`config.mk`:
```
export PLATFORM = sky130hd
export DESIGN_NAME = pulse_generator
export DESIGN_NICKNAME = d
export VERILOG_FILES = /design/src/rtl/pulse_gen_pkg.sv /design/src/rtl/pulse_generator_mod_n_counter.sv /design/src/rtl/pulse_generator.sv
export SDC_FILE = /design/constraint.sdc
export NUM_CORES = 1
export LEC_CHECK = 0
export CORE_AREA = 8 8 45 47
export CTS_BUF_LIST = sky130_fd_sc_hd__clkbuf_4 sky130_fd_sc_hd__clkbuf_8
export CTS_CLUSTER_SIZE = 24
export DETAILED_ROUTE_END_ITERATION = 12
export DIE_AREA = 0 0 53 55
export GPL_TIMING_DRIVEN = 0
export PLACE_DENSITY = 0.31
export SKIP_LAST_GASP = 1
export SYNTH_ARGS = -nofsm -noshare
export SYNTH_HDL_FRONTEND = slang
export SYNTH_SLANG_ARGS = --single-unit
```
`constraint.sdc`:
```
create_clock -name clk -period 1.7 [get_ports clk]
set_input_delay 0.34 -clock clk [delete_from_list [all_inputs] [get_ports clk]]
set_output_delay 0.34 -clock clk [all_outputs]
set_load 0.02 [all_outputs]
```
`src/rtl/pulse_gen_pkg.sv`:
```
// Purpose: shared sizing helpers for free-running timers and strobe generators.
// Latency: n/a (elaboration-time constants only).
// Backpressure: n/a.
package pulse_gen_pkg;

  // Counter width for a modulo-p counter; at least one bit so a 1-cycle period still has a flop.
  function automatic int cnt_width(input int p);
    int w;
    w = $clog2(p);
    return (w < 1) ? 1 : w;
  endfunction

endpackage : pulse_gen_pkg

```
`src/rtl/pulse_generator_mod_n_counter.sv`:
```
// Purpose: modulo-N up-counter with synchronous clear and a combinational terminal-count flag.
// Latency: cnt updates one edge after en/clr; wrap is combinational from en and the current count.
// Backpressure: none; en gates counting, clr forces the count back to zero and wins over en.
module mod_n_counter
  import pulse_gen_pkg::*;
#(
  parameter int N = 5,
  localparam int CNT_W = cnt_width(N)
) (
  input  logic             clk,
  input  logic             reset,
  input  logic             en,
  input  logic             clr,
  output logic [CNT_W-1:0] cnt,
  output logic             wrap
);

  // Terminal count held as a CNT_W-bit constant so the compare has no width mismatch.
  localparam logic [CNT_W-1:0] LAST = CNT_W'(N - 1);

  logic [CNT_W-1:0] cnt_d;
  logic [CNT_W-1:0] cnt_q;

  // Next count: clear restarts the phase, otherwise step and fold back to zero after LAST.
  always_comb begin
    cnt_d = cnt_q;
    if (clr) begin
      cnt_d = '0;
    end else if (en) begin
      if (cnt_q == LAST) begin
        cnt_d = '0;
      end else begin
        cnt_d = cnt_q + CNT_W'(1);
      end
    end
  end

  // Count register with synchronous active-low reset.
  always_ff @(posedge clk) begin
    if (!reset) begin
      cnt_q <= '0;
    end else begin
      cnt_q <= cnt_d;
    end
  end

  assign cnt  = cnt_q;
  assign wrap = en && (cnt_q == LAST);

endmodule : mod_n_counter

```
`src/rtl/pulse_generator.sv`:
```
// Purpose: periodic one-cycle strobe, asserted once every PERIOD enabled clk cycles.
// Latency: first strobe is registered after the PERIOD-th consecutive enabled edge.
// Backpressure: none; dropping enable clears the phase and the next run starts a full period.
module pulse_generator
  import pulse_gen_pkg::*;
#(
  parameter int PERIOD = 5
) (
  input  logic clk,
  input  logic reset,
  input  logic enable,
  output logic pulse_out
);

  localparam int CNT_W = cnt_width(PERIOD);
  localparam logic [CNT_W-1:0] LAST = CNT_W'(PERIOD - 1);

  // A period below one cycle has no meaningful strobe; stop at elaboration.
  generate
    if (PERIOD < 1) begin : g_bad_period
      $error("pulse_generator: PERIOD must be >= 1");
    end
  endgenerate

  logic [CNT_W-1:0] cnt;
  logic             wrap;
  logic             pulse_d;
  logic             pulse_q;

  mod_n_counter #(
    .N(PERIOD)
  ) u_cnt (
    .clk  (clk),
    .reset(reset),
    .en   (enable),
    .clr  (~enable),
    .cnt  (cnt),
    .wrap (wrap)
  );

  // The strobe is the terminal-count flag delayed by one flop so the port is glitch-free.
  always_comb begin
    pulse_d = wrap;
  end

  // Strobe register with synchronous active-low reset.
  always_ff @(posedge clk) begin
    if (!reset) begin
      pulse_q <= 1'b0;
    end else begin
      pulse_q <= pulse_d;
    end
  end

  assign pulse_out = pulse_q;

  // The phase counter must never step past the terminal count.
  a_cnt_in_range : assert property (@(posedge clk) disable iff (!reset) cnt <= LAST);

  // With more than one cycle per period a strobe can never last two cycles.
  generate
    if (PERIOD > 1) begin : g_width_chk
      a_one_cycle : assert property (@(posedge clk) disable iff (!reset) pulse_q |=> !pulse_q);
    end
  endgenerate

endmodule : pulse_generator

```
== After elaboration in Yosys (flattened, before gate mapping) ==
Index checks and enable logic that the tools add are counted.

* Equality and inequality tests: 1
* Reduce and logical (&&, ||, !) cells: 2
* Bitwise operators: 2
* Add/subtract/negate cells: 1

{| class="wikitable"
|+ Operators with widths
! operator !! count
|-
| 3-bit by 1-bit adder with 3-bit output, second input constant || 1
|-
| 3-bit == test, second input constant || 1
|-
| 3-bit OR reduction || 1
|-
| 1-bit inverter || 2
|-
| 1-bit logical AND || 1
|}

* Input port bits: 3
* Register bits after elaboration: 4
* Word-level logic and storage cells: 8
* Output and inout bits: 1

== Logic depth before layout (Yosys ltp) ==
Gate-level depths: netlist (run 1).

* Depth after elaboration: 2
* Gate-level depth with buffers: 4

== Cells and area by module ==
From an unflattened synthesis (run 1), not the netlist that was laid out.

* Cells, all modules: 19
* Area total of the unflattened synthesis: 198.9 µm²

{| class="wikitable"
|+ Modules (own cells, without submodules)
! module !! times used !! cells each !! area an instance (µm²)
|-
| mod_n_counter || 1 || 16 || 168.9
|-
| pulse_generator || 1 || 3 || 30.0
|}

== Worst setup path before layout (run 1) ==
Ideal clock, no wire load.

* Path kind: flip-flop to flip-flop
* Start point: register u_cnt.cnt_q[0] (netlist: u_cnt.cnt[0])
* End point: register u_cnt.cnt_q[2] (netlist: u_cnt.cnt[2])
* Clock period less this slack: 1.083 ns
* Arrival: 1.016 ns
* Stages on the path, launching flop included: 5
* Path slack: 0.617 ns
* Cell sequence: dfxtp_1 inv_1 ha_1 or3b_1 a21oi_2

* Cells in the longest elaborated chain, start to end: 2
* Elaborated cells on any way between the ends: 3
* Classes of those cells: 1 x add/sub; 1 x eq/ne; 1 x reduce/logical

{| class="wikitable"
|+ RTL lines
! element !! RTL line !! RTL
|-
| start: declaration || pulse_generator_mod_n_counter.sv:22 || <nowiki>logic [CNT_W-1:0] cnt_q;</nowiki>
|-
| start signal: assignment || pulse_generator_mod_n_counter.sv:43 || <nowiki>cnt_q <= cnt_d;</nowiki>
|-
| branches (longest 2 deep; another with 3-bit by 1-bit adder with 3-bit output) || n/a ||
|}

Several ways; the timed one is not identified.
A chain may end at the register's enable or synchronous reset.

== Worst setup path after layout (run 1) ==
* Start point: register pulse_q (netlist: pulse_out)
* End point: output pulse_out

{| class="wikitable"
|+ RTL lines
! element !! RTL line !! RTL
|-
| start: declaration || pulse_generator.sv:28 || <nowiki>logic pulse_q;</nowiki>
|-
| start signal: assignment || pulse_generator.sv:51 || <nowiki>pulse_q <= pulse_d;</nowiki>
|-
| end: declaration || pulse_generator.sv:12 || <nowiki>output logic pulse_out</nowiki>
|}

No word-level cell between the ends.

==> out/qor.csv, run 1 <==
metric;value;unit
start_util;0.1184;
ys_types;10;
num_antenna_cells;0;
rsz0062_at_grt;false;
gp_congestion;0.5972;
hold_violations;0;
place_inst;35;
cts_max_path_buffers;2;
port_buffers;3;
postCtsSetupBuffers;0;
post-route-min-period;1.455;ns
hold_path_end;u_cnt.cnt[0];
ant_nets;0;
drt_iter0_drc;0;
synthesis.nets;21;
ys_warn_count;0;
h-tree-depth;1;
place_hpwl;202.9;um
finalSetupViolCount;0;
grt_pass1_vias;123;
ios;4;
post_drt_wl_per_cell;6.395;um
crit_cells;1;
clk_latency;0.23;ns
cp_slowest_cell;clkdlybuf4s50_1;
route.vias.total;120;
viasPerCell;3.158;
track_usage;0.02729;
cts_tree;yes;
hold_path_startpoint;u_cnt.cnt[0];
clock_sinks;4;
grt_max_degree;4;
drc;0;
areaGrowthSynthToFinish;44.28;%
place_ws;0.4809;ns
grt_pass1_wl;510;um
cts_buffers;3;
firstDrtPassIters;1;
cp.buffers_inverters;1;
die_y;55;um
fin_crit_sh;0.8558;
cp.arrival;1.11;ns
postCtsHoldBufs;0;
synth_area_per_cell;10.24;sq um
drive_gt1_frac;0.1818;
yosysSeqAreaShare;0.4885;
max_clock_freq;687.4;MHz
setup_ws;0.2452;ns
worst_path_dominant_cell_family;buffers and inverters;
setup.worst_path.start_class;register;
stdcell_count;38;
synth_top_area_share;0.4885;
synthTopCellsByArea;dfxtp_1, ha_1, a21oi_2, and4_1, or3b_1;
coreArea;0.001384;sq mm
reg2reg_depth;4;
rows;14;
worst_slew_pin_slew;0.2107;ns
worstSetupPathType;register to primary output;
crit_path_end_kind;primary output;
syn_area;163.9;sq um
clk_pin_slew;0.04;ns
cts_root_buf;clkbuf_4;
synth_cells;16;
slew_headroom;0.8591;
slew_violations;0;
worst-endpoint-required;1.36;ns
fillers;147;
synth_top_area_cell;dfxtp_1;
worstReg2RegEnd;u_cnt.cnt[2];
cts-resized-gates;0;
drv_cap;0;
power.leakage;0.08820;nW
nets;29;
r2r-start;u_cnt.cnt[0];
drt_wl_total;243;um
dieArea;0.002915;sq mm
overflow;0;
status;completed;
hold_slack;0.4600;ns
slowest_delay;0.59;ns
finalSetupTns;0;ns
critPathMaxFanout;1;
irDropWorstVdd;283.5;uV
power_density;936.3;mW/mm^2
holdPathStages;1;
hold_class;register to register;
antenna_found_initial;0;
synth-seq-cells;4;
r2r_slack;0.57;ns
critical_path.cell_chain;clkdlybuf4s50_1;
chipWidth;53;um
finalClockSkew;0.003766;ns
==> sequential cells by signal (all words and copies together) (netlist names) <==
register and flops:
pulse_out 1, u_cnt.cnt 3
==> metrics by stage <==
| stage | area, sq um | utilization | power (W) |
|---|---|---|---|
| 2_1_floorplan | 163.9 | - | 0.0001048 |
| 3_3_place_gp | 214.0 | 0.1546 | 0.0001112 |
| 3_5_place_dp | 214.0 | 0.1546 | 0.0001111 |
| 4_1_cts | 236.5 | 0.1709 | 0.0002291 |
| 5_1_grt | 236.5 | 0.1709 | 0.0002415 |
| 6_report | 236.5 | 0.1709 | 0.0002214 |
==> how the worst max path moves through the flow <==
stage | start | to | slack, ns
after floorplan | u_cnt.cnt[0] | u_cnt.cnt[2] | 0.62
after global placement | pulse_out | pulse_out | 0.48
after detailed placement | pulse_out | pulse_out | 0.48
after CTS | pulse_out | pulse_out | 0.23
after global routing | pulse_out | pulse_out | 0.21
final | pulse_out | pulse_out | 0.25
==> per-layer routing <==
metal / part of all wire / up-vias / track usage
met5: 0 / - / 0
li1: - / 66 / -
met3: 0.18 / 0 / 0.03743
met1: 0.44 / 47 / 0.02273
met4: 0 / 0 / 0.02586
met2: 0.37 / 7 / 0.02930
==> kinds of logic after synthesis <==
family	Yosys count	share of synthesized area
DFF	4	0.4886
buffers and inverters	2	0.04582
adders and majority gates	2	0.1526
and+or+nand+nor	7	0.2596
AOI/OAI and AO/OA	1	0.05344
==> synth_stat cells <==
master and count:
dfxtp_1 4, a21oi_2 1, nand2_1 2, ha_1 2
or3b_1 1, nor2_1 1, inv_1 2, and4_1 1
nor3b_1 1, nand2b_1 1
==> report_power, final <==
group | total [W] | switching (W) | internal [W]
Sequential | 0.0000984 | 0.00000160 | 0.0000968
Clock | 0.000112 | 0.0000333 | 0.0000785
Combinational | 0.0000112 | 0.00000444 | 0.00000676
==> area by class of cell <==
cell class | count | area, sq um | share of cell area
multi-input cells | 10 | 76.32 | 0.3228
repair buffers | 3 | 30.03 | 0.1270
flip-flops and latches | 4 | 80.08 | 0.3386
inverters | 2 | 7.507 | 0.03175
well taps | 16 | 20.02 | 0.08466
clock buffers | 3 | 22.52 | 0.09524
==> placed cells by master (no fill, tap or decap) <==
master,netlist,routed
nor2_1,1,1
clkbuf_4,0,3
and4_1,1,1
ha_1,2,2
a21oi_2,1,1
nand2_1,2,2
inv_1,2,2
or3b_1,1,1
dfxtp_1,4,4
nor3b_1,1,1
clkdlybuf4s50_1,0,3
nand2b_1,1,1
Power figures use the tool's default switching activity.
==> run 2, diff against run 1 <==
Settings changed: RECOVER_POWER set to 100.
Clock period 1.7 ns to 1.5 ns, I/O delays scaled along.
==> out/qor.csv, run 2 (synthesized netlist as in run 1, its figures left out) <==
metric;value;unit;change
clk_latency;0.23;ns;about the same
power.total;0.0002501;W;+13%
drt_iter0_drc;1;;+1
gp_congestion;0.5972;;unchanged
grt_pass1_vias;123;;unchanged
hold_class;register to register;;
grt_max_degree;4;;unchanged
fin_crit_sh;0.9428;;
finalSetupTns;0;ns;unchanged
irDropWorstVdd;319.7;uV;+13%
largest_register_ffs;3;;unchanged
firstDrtPassIters;3;;+2
ios;4;;unchanged
slew_headroom;0.8591;;unchanged
postCtsSetupBuffers;0;;unchanged
grt_pass1_wl;510;um;unchanged
max_clock_freq;707.1;MHz;
clk_pin_slew;0.04;ns;about the same
viasPerCell;3.184;;+0.83%
post_drt_wl_per_cell;6.184;um;-3.3%
critPathMaxFanout;1;;unchanged
start_util;0.1184;;unchanged
coreArea;0.001384;sq mm;unchanged
power_density;1074;mW/mm^2;+15%
cp_slowest_cell;clkdlybuf4s50_1;;
setup.worst_path.start_class;register;;
cts_buffers;3;;unchanged
cts_tree;yes;;
finalSetupViolCount;0;;unchanged
ant_nets;0;;unchanged
cp.buffers_inverters;1;;unchanged
port_buffers;3;;unchanged
die_y;55;um;unchanged
post-route-min-period;1.414;ns;
overflow;0;;unchanged
drv_cap;0;;unchanged
critical_path.cell_chain;clkdlybuf4s50_1;;
drc;0;;unchanged
power.leakage;0.08822;nW;about the same
antenna_found_initial;0;;unchanged
drive_gt1_frac;0.1364;;-0.04545
cp.arrival;1.11;ns;about the same
chipWidth;53;um;unchanged
worstSetupPathType;register to primary output;;
cts_root_buf;clkbuf_4;;
place_hpwl;202.9;um;unchanged
worst-endpoint-required;1.20;ns;-0.16 ns
crit_path_end_kind;primary output;;
h-tree-depth;1;;unchanged
layout_commonest_cell;dfxtp_1;;
route.vias.total;121;;+0.83%
nets;29;;unchanged
worst_path_dominant_cell_family;buffers and inverters;;
drt_wl_total;235;um;-3.3%
postCtsHoldBufs;0;;unchanged
hold_violations;0;;unchanged
finalClockSkew;0.003877;ns;+0.0001109 ns
final_cell_mix;dfxtp_1, clkbuf_4, clkdlybuf4s50_1;;
areaGrowthSynthToFinish;41.98;%;
worst_slew_pin_slew;0.2107;ns;unchanged
slowest_delay;0.59;ns;about the same
cts_max_path_buffers;2;;unchanged
rsz0062_at_grt;false;;
slew_violations;0;;unchanged
dieArea;0.002915;sq mm;unchanged
track_usage;0.02729;;unchanged
rows;14;;unchanged
regMostFlops;u_cnt.cnt;;
num_antenna_cells;0;;unchanged
clock_sinks;4;;unchanged
cts-resized-gates;0;;unchanged
status;completed;;
## run 2: worst paths after layout
path / start / endpoint / slack [ns] / cells past startpoint
setup reg to reg: u_cnt.cnt[0] / u_cnt.cnt[2] / 0.38 / 4
hold reg to reg: u_cnt.cnt[0] / u_cnt.cnt[0] / 0.46 / 1
setup / recovery: pulse_out / pulse_out / 0.09 / 1
hold / removal: u_cnt.cnt[0] / u_cnt.cnt[0] / 0.46 / 1
## run 2: stage by stage
| step | setup slack, ns | std cells | utilization | hold slack, ns | instance area [sq um] |
|---|---|---|---|---|---|
| floorplan | 0.4175 | 16 | - | 0.4273 | 163.9 |
| global placement | 0.3175 | 35 | 0.1546 | 0.4440 | 214.0 |
| detailed placement | 0.3209 | 35 | 0.1546 | 0.4503 | 214.0 |
| CTS | 0.06754 | 38 | 0.1709 | 0.4549 | 236.5 |
| global route | 0.05118 | 38 | 0.1682 | 0.4767 | 232.7 |
| finish | 0.08581 | 38 | 0.1682 | 0.4565 | 232.7 |
## run 2: report_power, final
group / internal (W) / switching, W
registers: 0.000110 / 0.00000178
clock network: 0.0000890 / 0.0000373
logic: 0.00000763 / 0.00000467
total: 0.000206 / 0.0000437
## run 2: final cells by class
class                      instances  area, sq um
multi-input combinational         10        72.57
inverter                           2        7.507
tap                               16        20.02
timing repair buffer               3        30.03
fill                             149         1151
clock buffer                       3        22.52
sequential                         4        80.08
## run 2: per-layer routing
layer  vias up  share of wire  GRT usage
li1         66              -          -
met3         0           0.19    0.03743
met4         0              0    0.02586
met2         7           0.39    0.02930
met5         -              0          0
met1        48           0.42    0.02273
